### config.mk
export PLATFORM = sky130hd
export DESIGN_NAME = mem_stage
export DESIGN_NICKNAME = d
export VERILOG_FILES = /design/src/rtl/mem_stage.sv
export SDC_FILE = /design/constraint.sdc
export NUM_CORES = 1
export LEC_CHECK = 0
export BUFFER_PORTS_ARGS = -buffer_cell sky130_fd_sc_hd__buf_4
export CAP_MARGIN = 5
export CELL_PAD_IN_SITES_DETAIL_PLACEMENT = 0
export CELL_PAD_IN_SITES_GLOBAL_PLACEMENT = 1
export CORE_MARGIN = 8
export CORE_UTILIZATION = 38
export CTS_CLUSTER_DIAMETER = 120
export CTS_CLUSTER_SIZE = 25
export DETAILED_ROUTE_END_ITERATION = 6
export PLACE_DENSITY_LB_ADDON = 0.1
export SYNTH_ARGS = -nofsm -noshare
export SYNTH_HDL_FRONTEND = slang
export SYNTH_SLANG_ARGS = --single-unit
### constraint.sdc
create_clock -name clk -period 11.4 [get_ports clk]
set_clock_uncertainty 0.05 [all_clocks]
set_input_delay 1.14 -clock clk [delete_from_list [all_inputs] [get_ports clk]]
set_output_delay 1.14 -clock clk [all_outputs]
set_load 0.005 [all_outputs]
### src/rtl/mem_stage.sv
// mem_stage: EX/MEM pipeline register plus a req/ack data-memory access.
// A captured load or store that is word-aligned raises a registered request
// and holds it until the memory acks it or the wait counter expires. EX is
// stalled for that time. Every retired instruction produces a one-cycle
// write-back pulse with its destination, data and branch decision.
module mem_stage #(
  parameter int MAX_WAIT = 16
) (
  input  logic        clk,
  input  logic        rst,
  input  logic        ex_valid,
  input  logic [31:0] out,
  input  logic        zero,
  input  logic [31:0] regOut2,
  input  logic [31:0] instructionMEMREAD,
  input  logic        regdst,
  input  logic        WBData,
  input  logic        branch,
  input  logic        regWrite,
  input  logic        dataMemWrite,
  output logic        stall,
  output logic        dmem_req,
  output logic        dmem_we,
  output logic [31:0] dmem_addr,
  output logic [31:0] dmem_wdata,
  input  logic [31:0] dmem_rdata,
  input  logic        dmem_ack,
  output logic        wb_valid,
  output logic        wb_regWrite,
  output logic [4:0]  wb_dest,
  output logic [31:0] wb_data,
  output logic        pc_src,
  output logic        mem_err
);

  localparam int CW = (MAX_WAIT < 1) ? 1 : $clog2(MAX_WAIT + 1);
  localparam logic [CW-1:0] LAST_WAIT = CW'(MAX_WAIT - 1);

  typedef enum logic {IDLE, ACCESS} stateT;

  stateT         state;
  stateT         nextState;
  logic [CW-1:0] waitCnt;

  // Fields of the instruction held while its memory access is in flight
  logic          capStore;
  logic          capRegWrite;
  logic          capBranchTaken;
  logic [4:0]    capDest;

  // Decoded view of the incoming EX outputs and of the access in flight
  logic          isStore;
  logic          isMem;
  logic          aligned;
  logic [4:0]    dest;
  logic          startAccess;
  logic          accessDone;
  logic          accessTimeout;

  // Only the register-specifier fields of the instruction word are consumed
  logic          unusedInstr;
  assign unusedInstr = ^{instructionMEMREAD[31:21], instructionMEMREAD[10:0]};

  // Classify the incoming instruction and detect how the current access ends
  always_comb begin
    isStore       = dataMemWrite;
    isMem         = dataMemWrite | WBData;
    aligned       = (out[1:0] == 2'b00);
    dest          = regdst ? instructionMEMREAD[15:11] : instructionMEMREAD[20:16];
    startAccess   = (state == IDLE) && ex_valid && isMem && aligned;
    accessDone    = (state == ACCESS) && dmem_ack;
    accessTimeout = (state == ACCESS) && !dmem_ack && (waitCnt == LAST_WAIT);
  end

  // State register
  always_ff @(posedge clk or posedge rst) begin
    if (rst) begin
      state <= IDLE;
    end else begin
      state <= nextState;
    end
  end

  // Next state: enter ACCESS on an aligned load/store, leave on ack or timeout
  always_comb begin
    nextState = state;
    case (state)
      IDLE:    if (startAccess) nextState = ACCESS;
      ACCESS:  if (accessDone || accessTimeout) nextState = IDLE;
      default: nextState = IDLE;
    endcase
  end

  // Outputs decoded straight from the state
  always_comb begin
    stall = (state == ACCESS);
  end

  // Pipeline register, memory request and write-back result registers
  always_ff @(posedge clk or posedge rst) begin
    if (rst) begin
      waitCnt        <= '0;
      capStore       <= 1'b0;
      capRegWrite    <= 1'b0;
      capBranchTaken <= 1'b0;
      capDest        <= '0;
      dmem_req       <= 1'b0;
      dmem_we        <= 1'b0;
      dmem_addr      <= '0;
      dmem_wdata     <= '0;
      wb_valid       <= 1'b0;
      wb_regWrite    <= 1'b0;
      wb_dest        <= '0;
      wb_data        <= '0;
      pc_src         <= 1'b0;
      mem_err        <= 1'b0;
    end else begin
      wb_valid <= 1'b0;
      pc_src   <= 1'b0;
      mem_err  <= 1'b0;
      if (state == IDLE) begin
        if (startAccess) begin
          waitCnt        <= '0;
          capStore       <= isStore;
          capRegWrite    <= regWrite;
          capBranchTaken <= branch & zero;
          capDest        <= dest;
          dmem_req       <= 1'b1;
          dmem_we        <= isStore;
          dmem_addr      <= out;
          dmem_wdata     <= regOut2;
        end else if (ex_valid) begin
          wb_valid    <= 1'b1;
          wb_dest     <= dest;
          wb_data     <= out;
          wb_regWrite <= regWrite && (dest != 5'd0) && !isMem;
          mem_err     <= isMem;
          pc_src      <= branch & zero;
        end
      end else begin
        if (accessDone) begin
          dmem_req    <= 1'b0;
          wb_valid    <= 1'b1;
          wb_dest     <= capDest;
          wb_data     <= capStore ? dmem_addr : dmem_rdata;
          wb_regWrite <= capRegWrite && (capDest != 5'd0);
          pc_src      <= capBranchTaken;
        end else if (accessTimeout) begin
          dmem_req    <= 1'b0;
          wb_valid    <= 1'b1;
          wb_dest     <= capDest;
          wb_data     <= dmem_addr;
          wb_regWrite <= 1'b0;
          mem_err     <= 1'b1;
          pc_src      <= capBranchTaken;
        end else begin
          waitCnt <= waitCnt + CW'(1);
        end
      end
    end
  end

endmodule

* Word-level counts from Yosys, hierarchy flattened
Index checks and enable logic that the tools add are counted.
Word-level totals: word-level logic and storage cells 86, bits in registers 120, input port bits 138, output and inout port bits 108
Cells by class: bitwise logic cells 3, reductions and logical operators 21, mux-type cells 41, eq/ne operators 5, add/sub/neg operators 1
Operator list (count):
- two-way mux 32 bit | 6
- two-way mux 5 bit | 10
- two-way mux 1 bit | 24
- nonzero test 5 bit | 2
- logical AND 1 bit | 9
- inequality test 2 bit, second input constant | 3
- AND reduction 3 bit | 2
- adder 5 x 1 -> 5 bit, second input constant | 1
- == test 5 x 4 -> 1 bit, second input constant | 1
- AND reduction 2 bit | 2
- nonzero test 2 bit | 2
- inequality test 3 x 1 -> 1 bit, second input constant | 1
- logical NOT 1 bit | 2
- logical NOT 2 bit | 1
- case mux 1 bit (2 select lines) | 1
- AND 1 bit | 1
- logical OR 1 bit | 1
- inverter 1 bit | 1
- bitwise OR 1 bit | 1

* Longest topological paths before layout
Gate-level depths: netlist of the first run.
depth after elaboration 7, depth in mapped cells 9, mapped depth without buffers 7

* Worst setup path before layout of the first run
Ideal clock, no wire load.
path type input-to-reg, start input out[1], end register dmem_addr[31], stages 5, data arrival time 2.290 ns, library setup time 0.125 ns, slack 8.935 ns, path buffers 2, data required time 11.225 ns, path through or2_1 nor3_1 buf_2 buf_2 mux2_2
On the way: word-level cells in the longest chain between the ends 3
RTL lines:
- start, declared | RTL line 12 | input logic [31:0] out,
- logical NOT 2 bit | RTL line 68 | aligned = (out[1:0] == 2'b00);
- logical AND 1 bit | RTL line 70 | startAccess = (state == IDLE) && ex_valid && isMem && aligned;
- AND reduction 2 bit (no line)
- end signal, assigned | RTL line 130 | dmem_addr <= out;
- end, declared | RTL line 24 | output logic [31:0] dmem_addr,
No other way between the ends. A chain may end at the register's enable or synchronous reset.

* Final worst setup path of the first run
start register waitCnt[0], end register wb_data[3]
On the way: word-level cells in the longest chain between the ends 4
RTL lines:
- start, declared | RTL line 43 | logic [CW-1:0] waitCnt;
- start signal, assigned | RTL line 157 | waitCnt <= waitCnt + CW'(1);
- == test 5 x 4 -> 1 bit | RTL line 72 | accessTimeout = (state == ACCESS) && !dmem_ack && (waitCnt == LAST_WAIT);
- logical AND 1 bit | RTL line 72
- inequality test 3 x 1 -> 1 bit (no line)
- AND reduction 3 bit (no line)
- end signal, assigned | RTL line 135 | wb_data <= out;
- end signal, assigned | RTL line 145 | wb_data <= capStore ? dmem_addr : dmem_rdata;
- end signal, assigned | RTL line 152 | wb_data <= dmem_addr;
- end, declared | RTL line 31 | output logic [31:0] wb_data,
No other way between the ends.

==> metrics, run 1 <==
status=finished clean; syn nets=568; DIE AREA=18100 sq um; CORE AREA=13800 sq um; critical path launch point=waitCnt[0]$_DFFE_PP0P_; Internal=around 1100 uW; port bufs=~220; Worst-path clk slew=about 50 ps; Layout Nets=784; worst slack, placed=8170 ps; Hold Path Origin=wb_data[16]$_DFFE_PP0P_; Hold Path Class=reg2reg; final std cells w/o fill=837; sw frac=between 20% and 30%; CTS Hold Bufs=0; Final period util=24.6%; CP arrival=3060 ps; # diodes=0; Leakage Power=0.00399 uW; GPL Wtd Cong=0.719; clk_lat worst skew=roughly 410 ps; max incr delay on CP=roughly 640 ps; critical path type=reg2reg; pin slew with the least headroom to its limit=1060 ps; routed vias/inst=4.91; CP cell instances=ha_1 -> and3_1 -> ha_1 -> or3b_4 -> o311ai_4 -> buf_4 -> a211oi_1 -> a21o_1; setup TNS=0 ps; unrepaired setup endpoints after global routing=false; post-CTS setup buffer count=0; setup slack after layout=approximately 8600 ps; initial antenna violation count=0; pin count of the biggest net entering global routing=83; post-DR wirelength/cell=approximately 18 microns; Vias=4110; top post-synthesis cells by area=dfrtp_1 56%, mux2_2 13%, mux2i_1 7.1%; NetSw=~380 uW; Power Dens Cells=194 nW/um^2; clock sink count=120; share of the synthesized area in the top cell type=56.1%; CP startpoint kind=register; Detail Route Antenna Nets=0; Syn Inst Count=between 400 and 500; CTS Buffer Depth=2; Post-CTS Resized=0; Post-Syn Area per Cell=12.5 sq um; Syn Std Cell Area=5350 sq um; dpl hpwl=between 10000 and 15000 microns; DRT iter0 DRCs=roughly 170; CP max-delay cell=buf_4; worst r2r src=waitCnt[0]$_DFFE_PP0P_; register area share after synthesis=56.1%; R2R depth=8; CTS tree=yes; MaxCap Viol Count=0; layout cells sized above 1=between 40% and 50%; endpoints failing hold=0; GR Overflow Total=0; Slew Limit Fails=0; fin crit period=2810 ps; wire length of the first global-routing pass=23500 microns; Min-Delay Path Depth=1; fmax=356 MHz; GRT Total Usage=16.8%; Worst Setup End Kind=register; Starting Density=38.7%; TritonCTS buffer count=17; VDD IR max=between 100 and 150 uV; R2R Setup Slk=8590 ps; Clock power frac=between 30% and 40%; Synth cell types=35; I/O pin count=246; vias in the first global route=roughly 4500; final setup vio count=0; largest area contributor in the netlist=dfrtp_1; Seq pwr share=38.6%; P&R area growth vs syn=44.5%; Slew headroom=29.5%; drt first pass iters=4; Max FO, Critical Path=76; # rows=43; Die X-Extent=135 microns; RR Endpoint=wb_data[3]$_DFFE_PP0P_; CP most frequent cell=ha_1; die height=135 microns; cell count after placement=805; hold endpoint=wb_data[16]$_DFFE_PP0P_; cell chosen for the clock root=clkbuf_16; final wirelength=15100 microns; Critical Path RT=around 12000 ps; post-synthesis register bit count=120; yosys warns=0; CTS H-tree depth=4; DRC=0; Logic pwr share=22.9%
worst max-delay path, delay by kind of cell, from the launching register on:
kind                     cells  cell delay, ps
adder cells (fa/ha/maj)      2             440
flip-flops                   1             400
AO/OA/AOI/OAI                3             440
AND/OR/NAND/NOR              2             660
buffers and inverters        1             640
cell type report:
cell class              count  area, sq um
clock buffers              23          468
clock inverters             9          170
fillers                  1193         6090
inverters                   8         32.5
multi-input cells         268         2120
flip-flops and latches    120         3000
well taps                 180          225
repair buffers            229         1720
state kept, by name, indices dropped and copies added (netlist names):
name	flops
capBranchTaken	1
capDest	5
capRegWrite	1
capStore	1
dmem_addr	32
dmem_req	1
dmem_wdata	32
mem_err	1
pc_src	1
stall	1
waitCnt	5
wb_data	32
wb_dest	5
wb_regWrite	1
wb_valid	1
kinds of logic (layout without fill, tap and decap cells):
kind of cell,Yosys count,in the layout,synth area share [%]
buf+inv,40,269,4.60
simple gates,70,70,5.70
mux,102,102,20.6
fa+ha+maj,2,2,0.467
xor+xnor,1,1,0.164
flops,120,120,56.1
compound gates,93,93,12.4
synth_stat cells:
| master | number |
|---|---|
| dfrtp_1 | 120 |
| mux2_2 | 64 |
| nor2_1 | 44 |
| mux2i_1 | 38 |
| a21o_1 | 34 |
| a211oi_1 | 32 |
| buf_4 | 12 |
| a21oi_1 | 10 |
| nand2_1 | 10 |
| clkbuf_1 | 8 |
| inv_1 | 8 |
| buf_6 | 6 |
| o21ai_1 | 6 |
| buf_2 | 5 |
| nand3_1 | 4 |
| nor2b_1 | 3 |
| o22ai_1 | 3 |
| ha_1 | 2 |
| o2111ai_1 | 2 |
| o31ai_1 | 2 |
| a31oi_1 | 1 |
| a32o_1 | 1 |
| and3_1 | 1 |
| buf_1 | 1 |
| nand2b_1 | 1 |
| nand3b_1 | 1 |
| nor3_1 | 1 |
| nor3b_1 | 1 |
| o21ai_0 | 1 |
| o311ai_2 | 1 |
| or2_1 | 1 |
| or2_2 | 1 |
| or3b_4 | 1 |
| or4_1 | 1 |
| xnor2_1 | 1 |
power by group through the flow:
stage               Combinational (uW)  Clock, uW  Sequential, uW
floorplan                          148          0             584
global placement                   348          0             582
detailed placement                 353          0             588
CTS                                354        594             582
global route                       379        614             594
finish                             344        579             581
layout by cell type, fill, tap and decap left out, types with 2 or more instances in the layout:
cell type / Yosys / routed
mux2_2: 64 / 64
nand2_1: 10 / 10
buf_4: 12 / 229
o2111ai_1: 2 / 2
dfrtp_1: 120 / 119
nor2_1: 44 / 44
o22ai_1: 3 / 3
nor2b_1: 3 / 3
clkbuf_16: 0 / 17
clkbuf_8: 0 / 2
clkbuf_1: 8 / 4
mux2i_1: 38 / 38
a211oi_1: 32 / 32
ha_1: 2 / 2
a21o_1: 34 / 34
nand3_1: 4 / 4
bufinv_16: 0 / 5
o21ai_1: 6 / 6
o31ai_1: 2 / 2
a21oi_1: 10 / 10
clkinv_2: 0 / 4
inv_1: 8 / 7
per-layer routing:
| layer | vias up | GRT usage, % | wire length (microns) |
|---|---|---|---|
| met5 | - | 0 | 0 |
| met4 | 0 | 5.61 | 125 |
| met3 | 10 | 8.92 | 1600 |
| met1 | 1995 | 18.2 | 5760 |
| li1 | 1960 | - | - |
| met2 | 145 | 27.5 | 7660 |
how the worst max path moves through the flow:
stage | end | cells after the start
after detailed placement | dmem_wdata[11]$_DFFE_PP0P_ | 5
after floorplan | capBranchTaken$_DFFE_PP0P_ | 1
after CTS | wb_data[31]$_DFFE_PP0P_ | 8
final | wb_data[3]$_DFFE_PP0P_ | 8
after global routing | wb_data[31]$_DFFE_PP0P_ | 8
after global placement | dmem_addr[20]$_DFFE_PP0P_ | 5
stage by stage:
step                power (uW)  util [%]  area (sq um)  hold WS [ps]
global route              1590      56.0          7740           436
floorplan                  733         -          5350           424
detailed placement         941      51.4          7100           417
finish                    1500      56.0          7740           425
global placement           930      51.4          7100           411
CTS                       1530      56.0          7740           429
(Power assumes the default switching activity.)
==> run 2, diff against run 1 <==
Settings changed: CORE_UTILIZATION 38 to 36.
Clock period 11.4 ns to 2.6 ns, I/O delays scaled along.
==> metrics, run 2 (synthesis gave the netlist of run 1 again) <==
Slew Limit Fails=0 (unchanged); Min-Delay Path Depth=2 (was 1); hold endpoint=dmem_wdata[1]$_DFFE_PP0P_ (was wb_data[16]$_DFFE_PP0P_); clk_lat worst skew=400 ps (was 410 ps); Die X-Extent=138 microns (was 135 microns); pin slew with the least headroom to its limit=603 ps (was 1060 ps); Starting Density=36.8% (was 38.7%); fin crit period=2440 ps (was 2810 ps); I/O pin count=246 (unchanged); clock sink count=120 (unchanged); commonest cells after routing, fill and taps aside=232 x buf_4, 119 x dfrtp_1, 64 x mux2_2 (was 229 x buf_4, 119 x dfrtp_1, 64 x mux2_2); vias in the first global route=4521 (was 4475); largest registers=dmem_addr (32), dmem_wdata (32), wb_data (32) (unchanged); die height=138 microns (was 135 microns); DRT iter0 DRCs=148 (was 172); unrepaired setup endpoints after global routing=false (unchanged); CORE AREA=14500 sq um (was 13800 sq um); Detail Route Antenna Nets=0 (unchanged); worst r2r src=waitCnt[0]$_DFFE_PP0P_ (unchanged); pin count of the biggest net entering global routing=57 (was 83); R2R Setup Slk=160 ps (was 8590 ps); CTS Buffer Depth=2 (unchanged); final std cells w/o fill=847 (was 837); VDD IR max=364 uV (was 116 uV); drt first pass iters=4 (unchanged); post-DR wirelength/cell=18.2 microns (was 18.1 microns); Slew headroom=59.8% (was 29.5%); routed vias/inst=4.91 (about the same); fmax=410 MHz (was 356 MHz); P&R area growth vs syn=44.4% (was 44.5%); Final period util=93.7% (was 24.6%); Max FO, Critical Path=23 (was 76); layout cells sized above 1=49.8% (about the same); CP startpoint kind=register (unchanged); Hold Path Class=in2reg (was reg2reg); MaxCap Viol Count=0 (unchanged); GPL Wtd Cong=0.760 (was 0.719); Power Dens Cells=800 nW/um^2 (was 194 nW/um^2); DRC=0 (unchanged); port bufs=223 (unchanged); most common cell after layout, fill and taps aside=buf_4 (unchanged); Critical Path RT=2820 ps (was 11650 ps); cell count after placement=815 (was 805); Leakage Power=0.00399 uW (about the same); post-CTS setup buffer count=0 (unchanged); setup TNS=0 ps (unchanged); R2R depth=8 (unchanged); Vias=4160 (was 4110); RR Endpoint=wb_regWrite$_DFFE_PP0P_ (was wb_data[3]$_DFFE_PP0P_); status=finished clean (unchanged); fill count=1325 (was 1193); wire length of the first global-routing pass=24000 microns (was 23500 microns); CP arrival=2660 ps (was 3060 ps); cell chosen for the clock root=clkbuf_16 (unchanged); GR Overflow Total=0 (unchanged); Hold Path Origin=regOut2[1] (was wb_data[16]$_DFFE_PP0P_); critical path type=reg2reg (unchanged); initial antenna violation count=0 (unchanged); worst hold slack=37.5 ps (was 425 ps); # rows=44 (was 43); Worst Setup End Kind=register (unchanged); TritonCTS buffer count=17 (unchanged); final wirelength=15500 microns (was 15100 microns); final setup vio count=0 (unchanged); dpl hpwl=11300 microns (was 10700 microns); Worst-path clk slew=50 ps (about the same); CTS H-tree depth=4 (unchanged); endpoints failing hold=0 (unchanged); CTS tree=yes (unchanged); GRT Total Usage=16.3% (was 16.8%); # diodes=0 (unchanged); Layout Nets=791 (was 784); DIE AREA=19000 sq um (was 18100 sq um)
[run 2: changes by cell type in the layout (fill, tap and decap cells not counted), sizes merged]
cell	before	now
clkbuf	23	28
clkinv	4	3
buf	229	235
inv	8	7
bufinv	5	0
dlygate4sd3	0	1
clkinvlp	0	1
[run 2: where the power goes]
| group | internal, uW | total (uW) | switching (uW) |
|---|---|---|---|
| clock network | 1330 | 2100 | 765 |
| registers | 2280 | 2540 | 256 |
| logic | 944 | 1540 | 601 |
[run 2: worst max-delay path by stage]
stage,start,endpoint,slack [ps]
floorplan,waitCnt[0]$_DFFE_PP0P_,wb_data[10]$_DFFE_PP0P_,540
finish,waitCnt[0]$_DFFE_PP0P_,wb_regWrite$_DFFE_PP0P_,160
global route,waitCnt[0]$_DFFE_PP0P_,wb_data[9]$_DFFE_PP0P_,40
global placement,waitCnt[0]$_DFFE_PP0P_,wb_regWrite$_DFFE_PP0P_,230
CTS,waitCnt[0]$_DFFE_PP0P_,wb_regWrite$_DFFE_PP0P_,150
detailed placement,waitCnt[0]$_DFFE_PP0P_,wb_data[0]$_DFFE_PP0P_,160
[run 2: stage by stage]
stage          utilization, %  total power, uW  instance area (sq um)  worst slack (ps)
6_report                 53.2             6180                   7730               163
3_3_place_gp             49.5             4110                   7190               234
4_1_cts                  53.2             6290                   7730               154
2_1_floorplan               -             3210                   5360               540
5_1_grt                  53.2             6540                   7730              44.3
3_5_place_dp             49.5             4150                   7190               161
[run 2: per-layer routing]
layer / GRT usage (%) / vias up / share of wire, %
met5: 0 / - / 0
met4: 5.55 / 0 / 0.96
met3: 7.03 / 10 / 11
met2: 26.4 / 152 / 49
met1: 18.9 / 2016 / 40
li1: - / 1982 / -
[run 2: repair_timing]
action	in CTS	in global routing
resized for setup	0	0
endpoints found under the hold margin	21	0
hold buffers	1	0
[run 2: final cells by class]
cell class                 instances  area, sq um  share of cell area, %
sequential                       120         3000                   38.9
multi-input combinational        268         2120                   27.4
timing repair buffer             236         1810                   23.4
clock buffer                      28          517                   6.68
tap                              184          230                   2.98
inverter                           8         33.8                  0.437
clock inverter                     3         15.0                  0.194
[run 2: critical path, stage by stage, from the launching register on]
cell and delay [ps]:
dfrtp_1 400, ha_1 240, and3_1 200, ha_1 200
or3b_4 470, o311ai_4 160, buf_4 350, nor2b_1 190
a31oi_1 60
==> run 3, diff against run 2 <==
==> constraint.sdc (replaced) <==
create_clock -name clk -period 2.6 [get_ports clk]
set_clock_uncertainty 0.05 [all_clocks]
set_input_delay 0.39 -clock clk [delete_from_list [all_inputs] [get_ports clk]]
set_output_delay 0.39 -clock clk [all_outputs]
set_load 0.005 [all_outputs]
==> metrics, run 3 (synthesis gave the netlist of run 1 again) <==
status=finished clean (unchanged); final setup vio count=0 (unchanged); vias in the first global route=4530 (was 4521); fill count=1298 (was 1325); endpoints failing hold=0 (unchanged); final wirelength=15500 microns (about the same); Starting Density=36.8% (unchanged); Slew headroom=64.2% (was 59.8%); VDD IR max=416 uV (was 364 uV); GRT Total Usage=16.5% (was 16.3%); sw frac=25.7% (was 26.2%); Hold Path Class=in2reg (unchanged); Seq pwr share=39.0% (was 41.0%); Power Dens Cells=829 nW/um^2 (was 800 nW/um^2); routed vias/inst=4.92 (was 4.91); MaxCap Viol Count=0 (unchanged); CTS tree=yes (unchanged); # diodes=0 (unchanged); CTS H-tree depth=4 (unchanged); layout cells sized above 1=50.3% (was 49.8%); Clock power frac=37.0% (was 34.0%); CP arrival=2610 ps (was 2660 ps); critical path launch point=waitCnt[0]$_DFFE_PP0P_ (unchanged); drt first pass iters=4 (unchanged); Internal=4840 uW (was 4560 uW); worst r2r src=waitCnt[0]$_DFFE_PP0P_ (unchanged); Detail Route Antenna Nets=0 (unchanged); dpl hpwl=11600 microns (was 11300 microns); Logic pwr share=24.0% (was 25.0%); Critical Path RT=2840 ps (was 2820 ps); pin slew with the least headroom to its limit=536 ps (was 603 ps); CTS Buffer Depth=2 (unchanged); Max FO, Critical Path=39 (was 23); most common cell after layout, fill and taps aside=buf_4 (unchanged); clk_lat worst skew=410 ps (was 400 ps); grt met3 use=7.32% (was 7.03%); # rows=44 (unchanged); M2 GR Usage=26.0% (was 26.4%); Slew Limit Fails=0 (unchanged); I/O pin count=246 (unchanged); TritonCTS buffer count=17 (unchanged); fmax=423 MHz (was 410 MHz); DIE AREA=19000 sq um (unchanged); Leakage Power=0.00403 uW (was 0.00399 uW); setup slack after layout=238 ps (was 163 ps); Hold Path Origin=regOut2[14] (was regOut2[1]); Vias=4168 (was 4160); Die X-Extent=138 microns (unchanged); critical path type=reg2reg (unchanged); GR Overflow Total=0 (unchanged); unrepaired setup endpoints after global routing=false (unchanged); final std cells w/o fill=848 (was 847); worst slack, placed=262 ps (was 161 ps); clock sink count=120 (unchanged); GPL Wtd Cong=0.748 (was 0.760); Worst-path clk slew=60 ps (was 50 ps); post-DR wirelength/cell=18.3 microns (was 18.2 microns); wire length of the first global-routing pass=24000 microns (about the same); commonest cells after routing, fill and taps aside=229 x buf_4, 119 x dfrtp_1, 64 x mux2_2 (was 232 x buf_4, 119 x dfrtp_1, 64 x mux2_2); busiest layer in global routing=met2 (unchanged); DRT iter0 DRCs=204 (was 148); post-CTS setup buffer count=0 (unchanged); Layout Nets=791 (unchanged); CP startpoint kind=register (unchanged); Worst Setup End Kind=register (unchanged); largest registers=dmem_addr (32), dmem_wdata (32), wb_data (32) (unchanged); cell chosen for the clock root=clkbuf_16 (unchanged); fin crit period=2360 ps (was 2440 ps); NetSw=1670 uW (was 1620 uW); Final period util=90.8% (was 93.7%); P&R area growth vs syn=46.6% (was 44.4%); pin count of the biggest net entering global routing=54 (was 57); CORE AREA=14500 sq um (unchanged); met1 GRT Util=19.4% (was 18.9%); DRC=0 (unchanged); setup TNS=0 ps (unchanged); cell count after placement=815 (unchanged); initial antenna violation count=0 (unchanged); die height=138 microns (unchanged); port bufs=223 (unchanged)
-- run 3: final cells by class --
type	count	area (sq um)	area share [%]
clock inverter	8	118	1.50
tap	184	230	2.93
clock buffer	24	492	6.27
timing repair buffer	236	1850	23.6
inverter	8	33.8	0.431
sequential	120	3000	38.3
multi-input combinational	268	2120	27.0
-- run 3: worst max-delay path, cell delays in order (launching register included) --
cell and delay, ps:
dfrtp_1 400, ha_1 240, and3_1 210, ha_1 190
or3b_4 460, o311ai_4 160, buf_12 260, a211oi_1 70
a21o_1 180
-- run 3: power groups by stage --
stage               combinational, uW  clock, uW  sequential, uW
finish                           1560       2410            2540
global placement                 1570          0            2550
detailed placement               1600          0            2570
global route                     1710       2570            2600
floorplan                         651          0            2560
CTS                              1600       2460            2540
-- run 3: worst paths after layout --
kind / endpoint / slack [ps] / cells past startpoint
max in group asynchronous: wb_data[13]$_DFFE_PP0P_ / 1320 / 4
setup / recovery: wb_data[23]$_DFFE_PP0P_ / 240 / 8
min in group asynchronous: dmem_wdata[0]$_DFFE_PP0P_ / 540 / 3
setup reg to reg: wb_data[23]$_DFFE_PP0P_ / 240 / 8
hold / removal: dmem_wdata[14]$_DFFE_PP0P_ / 160 / 2
hold reg to reg: wb_data[3]$_DFFE_PP0P_ / 430 / 1
-- run 3: routing by layer --
| metal | routed length, microns | share of wire [%] |
|---|---|---|
| met5 | 0 | 0 |
| met4 | 219 | 1.4 |
| met3 | 1740 | 11 |
| met2 | 7380 | 48 |
| met1 | 6160 | 40 |
-- run 3: metrics by stage --
stage	cell area [sq um]	power [uW]	utilization [%]	hold WS [ps]
floorplan	5360	3210	-	424
global placement	7230	4110	49.7	410
detailed placement	7230	4170	49.7	416
CTS	7850	6610	54.0	142
global route	7850	6880	54.0	141
finish	7850	6500	54.0	163
-- run 3: what timing repair did --
item	in CTS	in global routing
hold buffers	1	0
gates resized for setup	0	0
hold endpoints to repair	21	0
